$ cat config.mk
export PLATFORM = sky130hd
export DESIGN_NAME = result_writer
export DESIGN_NICKNAME = d
export VERILOG_FILES = /design/src/rtl/result_writer_pkg.sv /design/src/rtl/result_writer_fifo.sv /design/src/rtl/result_writer.sv
export SDC_FILE = /design/constraint.sdc
export NUM_CORES = 2
export LEC_CHECK = 0
export BUFFER_PORTS_ARGS = -buffer_cell sky130_fd_sc_hd__buf_4
export CAP_MARGIN = 25
export CORE_MARGIN = 10
export CORE_UTILIZATION = 50
export DETAILED_ROUTE_END_ITERATION = 10
export PLACE_DENSITY_LB_ADDON = 0.25
export SETUP_SLACK_MARGIN = 0.3
export SLEW_MARGIN = 25
export SYNTH_ARGS = -nofsm -noshare
export SYNTH_HDL_FRONTEND = slang
export SYNTH_HIERARCHICAL = 1
export SYNTH_SLANG_ARGS = --single-unit
$ cat constraint.sdc
create_clock -name clk -period 19.3 [get_ports clk]
set_input_delay 1.93 -clock clk [delete_from_list [all_inputs] [get_ports clk]]
set_output_delay 1.93 -clock clk [all_outputs]
set_load 0.01 [all_outputs]
$ cat src/rtl/result_writer_pkg.sv
// Shared definitions for the result writer: controller state encoding and
// default bus widths used by the top and its testbench.
package result_writer_pkg;

  localparam int ADDR_W_DEF = 32;
  localparam int DATA_W_DEF = 512;

  typedef enum logic [2:0] {
    IDLE,
    RUN,
    ISSUE,
    WAIT_DONE,
    FINISH
  } state_t;

endpackage

$ cat src/rtl/result_writer_fifo.sv
// Synchronous first-word-fall-through line buffer with full/empty flags.
// A push is accepted while full only when a pop happens in the same cycle.
module result_fifo #(
  parameter int DEPTH  = 4,
  parameter int DATA_W = 512
) (
  input  logic              clk,
  input  logic              rst,
  input  logic              push,
  input  logic [DATA_W-1:0] push_data,
  input  logic              pop,
  output logic [DATA_W-1:0] head,
  output logic              full,
  output logic              empty
);

  localparam int PTR_W = $clog2(DEPTH);

  logic [DATA_W-1:0] mem [DEPTH];
  logic [PTR_W-1:0]  wr_ptr;
  logic [PTR_W-1:0]  rd_ptr;
  logic [PTR_W:0]    count;
  logic              do_push;
  logic              do_pop;

  assign full    = (count == (PTR_W+1)'(DEPTH));
  assign empty   = (count == '0);
  assign do_pop  = pop && !empty;
  assign do_push = push && (!full || do_pop);
  assign head    = mem[rd_ptr];

  // Storage carries data only, so it is left out of reset.
  always_ff @(posedge clk) begin
    if (do_push) mem[wr_ptr] <= push_data;
  end

  always_ff @(posedge clk or posedge rst) begin
    if (rst) begin
      wr_ptr <= '0;
      rd_ptr <= '0;
      count  <= '0;
    end else begin
      if (do_push) wr_ptr <= wr_ptr + 1'b1;
      if (do_pop)  rd_ptr <= rd_ptr + 1'b1;
      case ({do_push, do_pop})
        2'b10:   count <= count + 1'b1;
        2'b01:   count <= count - 1'b1;
        default: count <= count;
      endcase
    end
  end

endmodule

$ cat src/rtl/result_writer.sv
// Buffers DNN result lines and writes them one at a time to consecutive line
// addresses starting at a per-job base, with a single write outstanding.
module result_writer
  import result_writer_pkg::*;
#(
  parameter int FIFO_DEPTH = 4,
  parameter int ADDR_W     = ADDR_W_DEF,
  parameter int DATA_W     = DATA_W_DEF
) (
  input  logic              clk,
  input  logic              rst,
  input  logic              start,
  input  logic [ADDR_W-1:0] base_addr,
  input  logic [15:0]       num_results,
  input  logic              dnn_res_vld,
  input  logic [DATA_W-1:0] dnn_results,
  output logic              dnn_res_rdy,
  output logic              write_request_valid,
  output logic [ADDR_W-1:0] address,
  output logic [DATA_W-1:0] write_data,
  input  logic              write_done,
  output logic              busy,
  output logic              done
);

  state_t            state;
  state_t            state_nxt;
  logic [ADDR_W-1:0] base_lat;
  logic [15:0]       num_lat;
  logic [15:0]       accepted_cnt;
  logic [15:0]       written_cnt;
  logic              fifo_full;
  logic              fifo_empty;
  logic [DATA_W-1:0] fifo_head;
  logic              push;
  logic              pop;
  logic              start_ok;
  logic              last_line;

  assign busy                = (state != IDLE);
  assign done                = (state == FINISH);
  assign write_request_valid = (state == ISSUE);
  assign dnn_res_rdy         = busy && !fifo_full && (accepted_cnt < num_lat);
  assign push                = dnn_res_vld && dnn_res_rdy;
  assign pop                 = (state == WAIT_DONE) && write_done;
  assign start_ok            = (state == IDLE) && start;
  assign last_line           = (written_cnt == num_lat - 16'd1);

  // written_cnt only moves on write_done, so the address holds through the write.
  assign address    = base_lat + ADDR_W'(written_cnt);
  assign write_data = fifo_empty ? '0 : fifo_head;

  result_fifo #(
    .DEPTH  (FIFO_DEPTH),
    .DATA_W (DATA_W)
  ) u_fifo (
    .clk       (clk),
    .rst       (rst),
    .push      (push),
    .push_data (dnn_results),
    .pop       (pop),
    .head      (fifo_head),
    .full      (fifo_full),
    .empty     (fifo_empty)
  );

  always_ff @(posedge clk or posedge rst) begin
    if (rst) state <= IDLE;
    else     state <= state_nxt;
  end

  always_comb begin
    state_nxt = state;
    case (state)
      IDLE:      if (start) state_nxt = (num_results == 16'd0) ? FINISH : RUN;
      RUN:       if (!fifo_empty) state_nxt = ISSUE;
      ISSUE:     state_nxt = WAIT_DONE;
      WAIT_DONE: if (write_done) state_nxt = last_line ? FINISH : RUN;
      FINISH:    state_nxt = IDLE;
      default:   state_nxt = IDLE;
    endcase
  end

  always_ff @(posedge clk or posedge rst) begin
    if (rst) begin
      base_lat     <= '0;
      num_lat      <= '0;
      accepted_cnt <= '0;
      written_cnt  <= '0;
    end else if (start_ok) begin
      base_lat     <= base_addr;
      num_lat      <= num_results;
      accepted_cnt <= '0;
      written_cnt  <= '0;
    end else begin
      if (push) accepted_cnt <= accepted_cnt + 16'd1;
      if (pop)  written_cnt  <= written_cnt + 16'd1;
    end
  end

endmodule

-- Yosys cells after proc, flatten, opt, wreduce, memory -nomap -nowiden
Memories as Yosys holds them, arrays and structs flattened.
Index checks and enable logic that the tools add are counted.
Widths: inputs -> output; s select.
- $lt $le $gt $ge: 1
- multiply operators: 0
- bitwise logic cells: 0
- add/subtract/negate cells: 8
- reductions and logical operators: 18
- eq/ne operators: 11
- shifts and indexed selects: 0
- divide/modulo/power cells: 0
- multiplexer cells: 14
- operators with widths (kind ; number):
    $mux 512 ; 1
    $mux 16 ; 4
    $add 16x1->16 const B ; 2
    $add 32x16->32 ; 1
    $eq 16x16->1 ; 1
    $logic_not 16->1 ; 1
    $lt 16x16->1 ; 1
    $sub 16x1->16 const B ; 1
    $mux 3 ; 5
    $pmux 3 s4 ; 1
    $logic_and 1x1->1 ; 7
    $eq 3x2->1 const B ; 2
    $eq 3x3->1 const B ; 2
    $logic_not 3->1 ; 2
    $ne 2x2->1 const B ; 3
    $pmux 3 s2 ; 1
    $reduce_bool 2->1 ; 3
    $add 2x1->2 const B ; 2
    $add 3x1->3 const B ; 1
    $eq 3x1->1 const B ; 1
    $reduce_and 3->1 ; 1
    $reduce_bool 3->1 ; 1
    $sub 3x1->3 const B ; 1
    $eq 2x1->1 const B ; 1
    4 further kinds ; 6
- logic and storage cells: 61
- ROM bits: 0
- bits in latches: 0
- memories kept: 1
- bits in writable memories: 2048
- bits in registers: 90
- memories (memory ; words ; width ; rd ports ; clocked after memory_dff ; write ports ; line ; RTL):
    u_fifo.mem ; 4 ; 512 ; 1 ; 0 ; 1 ; result_writer_fifo.sv:19 ; logic [DATA_W-1:0] mem [DEPTH];

-- Logic depth before layout (Yosys ltp)
- depth after elaboration: 8
- mapped depth: 16
- gate-level depth less buffers: 13

-- Cells and area by module
Netlist, hierarchy kept.
- by module, submodules not included (module ; area an instance (um2) ; cells an instance ; seq. area each (um2) ; instances):
    result_fifo ; 74361.3 ; 2728 ; 61674.2 ; 1
    result_writer ; 8889.8 ; 1225 ; 2077.0 ; 1

-- Worst setup path after synthesis
OpenSTA, ideal clock, no wires.
- path type: input -> register
- from: in dnn_res_vld
- to: mem u_fifo.mem[0][0] (enable)
- library setup time: 0.663 ns
- stages on the path: 7
- required time: 18.637 ns
- setup slack: 9.719 ns
- arrival: 8.918 ns
- cell sequence: o211ai_1 > clkbuf_1 > clkbuf_1 > inv_1 > buf_2 > o21a_4 > and2_2
- cells in the longest elaborated chain, start to end: 4
- RTL lines (what ; line ; RTL):
    start, declared ; result_writer.sv:15 ; input logic dnn_res_vld,
    $logic_and 1x1->1 ; result_writer.sv:44 ; assign push = dnn_res_vld && dnn_res_rdy;
    named net push ; result_writer.sv:35 ; logic push;
    $logic_and 1x1->1 ; result_writer_fifo.sv:29 ; assign do_push = push && (!full || do_pop);
    $mux 1 ; result_writer_fifo.sv:34 ; if (do_push) mem[wr_ptr] <= push_data;
    $mux 1 (not written as such) ; result_writer_fifo.sv:34 ;
    end, declared ; result_writer_fifo.sv:19 ;
The timed path passes the listed nets, and every way through them passes these cells.

-- Worst setup path after layout
- from: reg num_lat[13]
- to: mem u_fifo.mem[2][206] (enable)
- cells in the longest elaborated chain, start to end: 6
- RTL lines (what ; line ; RTL):
    start, declared ; result_writer.sv:29 ; logic [15:0] num_lat;
    start signal, assigned ; result_writer.sv:92 ; num_lat <= num_results;
    $lt 16x16->1 ; result_writer.sv:43 ; assign dnn_res_rdy = busy && !fifo_full && (accepted_cnt < num_lat);
    $logic_and 1x1->1 ; result_writer.sv:43 ;
    $logic_and 1x1->1 ; result_writer.sv:44 ;
    named net push ; result_writer.sv:35 ;
    $logic_and 1x1->1 ; result_writer_fifo.sv:29 ;
    $mux 1 ; result_writer_fifo.sv:34 ;
    $mux 1 (not written as such) ; result_writer_fifo.sv:34 ;
The timed path passes the listed nets, and every way through them passes these cells.

==> results_dict.tcl <==
set metrics [dict create \
    grt_pass1_vias 43700 \
    slowest_delay_ps 880 \
    gp_congestion 0.875 \
    grt_pass1_wl_um 313000 \
    clkTransAtPathRegs_ps 60 \
    cts_setup_buffers 0 \
    setup_violations 0 \
    power.density_nw_per_um2 164 \
    dr.pass1.iters 5 \
    cpMostUsedCell "buf_4" \
    cp_slowest_cell "buf_4" \
    nFillCells 11700 \
    synth-seq-cells 2138 \
    post-route-util_pct 61.0 \
    dieArea_um2 183000 \
    synthTopCellsByArea "edfxtp_1 74%, mux4_2 14%, nor2b_1 3.9%, dfrtp_1 2.7%, nand2_1 0.67%" \
    antenna_found_initial 72 \
    rsz0062_at_grt "false" \
    nets 5748 \
    drive_gt1_share_pct 37.8 \
    async_flop_share_pct 4.21 \
    grtUsageTotal_pct 23.3 \
    syn_nets 4558 \
    grt-ovfl-total 0 \
    hold_buffers 0 \
    clock_path_buffers 3 \
    fin_setup_tns_ps 0 \
    synth_most_common_cell "edfxtp_1" \
    synth-edff-count 2048 \
    fmax_mhz 132 \
    netlist_area_um2 83300 \
    drc 0 \
    critPathArrivalTime_ps 8020 \
    placementRows 149 \
    cts_sinks 2138 \
    period_share_pct 39.3 \
    yosysUniqueCellTypes 64 \
    maxCapViolations 0 \
    worst_pin_slew_ps 1100 \
    hold_path.class "flop to flop" \
    cp-end-kind "flop" \
    cp_max_fo 63 \
    max_slew_margin_pct 26.9 \
    yosys_warnings 6 \
    path_cells "inv_1, ha_1, a21o_1, a21o_1, a2111oi_0, o211ai_1, buf_4, inv_1, o21a_4, and2_4, buf_4, buf_4, buf_4, buf_4" \
    netlist.area_leader.share_pct 73.9 \
    finalHoldViolations 0 \
    cts_root_buf "clkbuf_16" \
    drt-total-wl_um 218000 \
    post_cts_resized 0 \
    syn_area_per_cell_um2 21.1 \
    ys_seq_area_share_pct 76.6 \
    cts_buffers 211 \
    syn_inst 3953 \
    min_period_ps 7580 \
    grt_max_degree 172 \
    p_leak_nw 35.1 \
    htree_levels 4 \
    io_pins 1113 \
    viasPerCell 5.63 \
    startpoint_type "flop" \
    dp_hpwl_um 146000 \
    synthFlopType "edfxtp_1" \
    dr_total_vias 42500 \
    cts_tree "yes" \
    die_h_um 428 \
    yosys-top-cells-count "2048 x edfxtp_1, 515 x nor2b_1, 512 x mux4_2" \
    worstPathRequired_ps 19740 \
    status "finished clean" \
    floorplan.initialDensity_pct 50.4 \
    ant_nets 0 \
    maxSlewViolCount 0 \
    io_buffer_count 1112 \
    worst-setup-path-type "flop to flop" \
    initialDrtViolationCount 3468 \
    areaGrowthSynthToFinish_pct 21.0 \
    synth_top_area_cell "edfxtp_1" \
    core_um2 165000 \
    die_w_um 428 \
    ir_drop_mv 0.106 \
    clock_latency_ps 850 \
    fin_skew_ps 48.4 \
    avgRoutedWirePerCell_um 28.8 \
]
==> report_power, final <==
group	internal [mW]	switching, mW	total (mW)
Sequential	6.09	0.273	6.37
Clock	2.29	1.73	4.02
Combinational	2.74	3.41	6.15
Total	11.1	5.41	16.5
==> worst max-delay path: cells and delay by family, from the launching register on <==
kind / cells / cell delay [ps]
compound gates: 5 / 1390
fa+ha+maj: 1 / 330
buf+inv: 7 / 4010
flops: 1 / 430
simple gates: 1 / 740
==> per-stage QoR <==
step | power (mW) | worst slack, ps | hold WS [ps] | std cells | area (µm²)
2_1_floorplan | 10.1 | 9720 | 452 | 3953 | 83300
3_3_place_gp | 12.7 | 11570 | 464 | 7117 | 93800
3_5_place_dp | 12.7 | 11580 | 476 | 7117 | 93800
4_1_cts | 16.7 | 11670 | 490 | 7505 | 101000
5_1_grt | 17.3 | 11270 | 495 | 7542 | 101000
6_report | 16.5 | 11720 | 487 | 7545 | 101000
==> cell type report <==
type                            count  area [µm²]  area share [%]
Antenna cell                       38        95.1          0.0944
Clock buffer                      248        5490            5.45
Clock inverter                    140        1340            1.33
Inverter                           40         151           0.150
Multi-Input combinational cell   1582       18200            18.1
Sequential cell                  2138       63800            63.3
Tap cell                         2189        2740            2.72
Timing Repair Buffer             1170        8930            8.86
==> flip-flops by register name, indices dropped and copies added, names as in the netlist <==
register,count
accepted_cnt,16
base_lat,32
num_lat,16
state,3
u_fifo/count,3
u_fifo/mem,2048
u_fifo/rd_ptr,2
u_fifo/wr_ptr,2
written_cnt,16
==> final timing paths <==
check	from	endpoint	slack (ps)	depth (start not counted)
setup / recovery	num_lat[13]	u_fifo/mem[2][206]	11720	14
hold / removal	base_lat[13]	base_lat[13]	490	2
setup reg to reg	num_lat[13]	u_fifo/mem[2][206]	11720	14
hold reg to reg	base_lat[13]	base_lat[13]	490	2
max in group asynchronous	rst	base_lat[15]	17440	3
min in group asynchronous	rst	accepted_cnt[0]	950	2
==> logic make-up after synthesis <==
logic type | count (synthesis) | synth area share, %
mux | 517 | 13.9
xor+xnor | 61 | 0.642
fa+ha+maj | 40 | 0.619
compound gates | 138 | 1.06
simple gates | 826 | 5.67
flops | 2138 | 76.6
buf+inv | 233 | 1.52
==> layer usage <==
metal / track usage [%] / routed length, µm / vias up
met5: 0 / 216 / -
li1: - / - / 18300
met3: 6.78 / 16000 / 368
met1: 27.6 / 79300 / 22200
met4: 10.5 / 9500 / 32
met2: 39.4 / 113000 / 1536
==> cells in the final DEF, fill, tap and decap left out, drive strengths merged, types with 4 or more instances in the layout <==
| master | count |
|---|---|
| edfxtp | 2048 |
| buf | 1170 |
| nor2b | 515 |
| mux4 | 512 |
| clkbuf | 248 |
| nand2 | 148 |
| clkinv | 107 |
| dfrtp | 90 |
| o21ai | 46 |
| inv | 45 |
| nor2 | 42 |
| diode | 38 |
| ha | 38 |
| xnor2 | 35 |
| a21oi | 32 |
| xor2 | 26 |
| bufinv | 19 |
| nand4 | 18 |
| nand3 | 18 |
| or3 | 14 |
| nor4 | 13 |
| nand2b | 11 |
| o31ai | 11 |
| a21o | 11 |
| clkinvlp | 9 |
| nor3 | 9 |
| o21a | 8 |
| or4 | 7 |
| and3 | 6 |
| and2 | 5 |
| mux2i | 4 |
| nor4b | 4 |
| o211ai | 4 |
| a211oi | 4 |
| o21bai | 4 |
No activity file was read; power rests on OpenSTA's default activity.
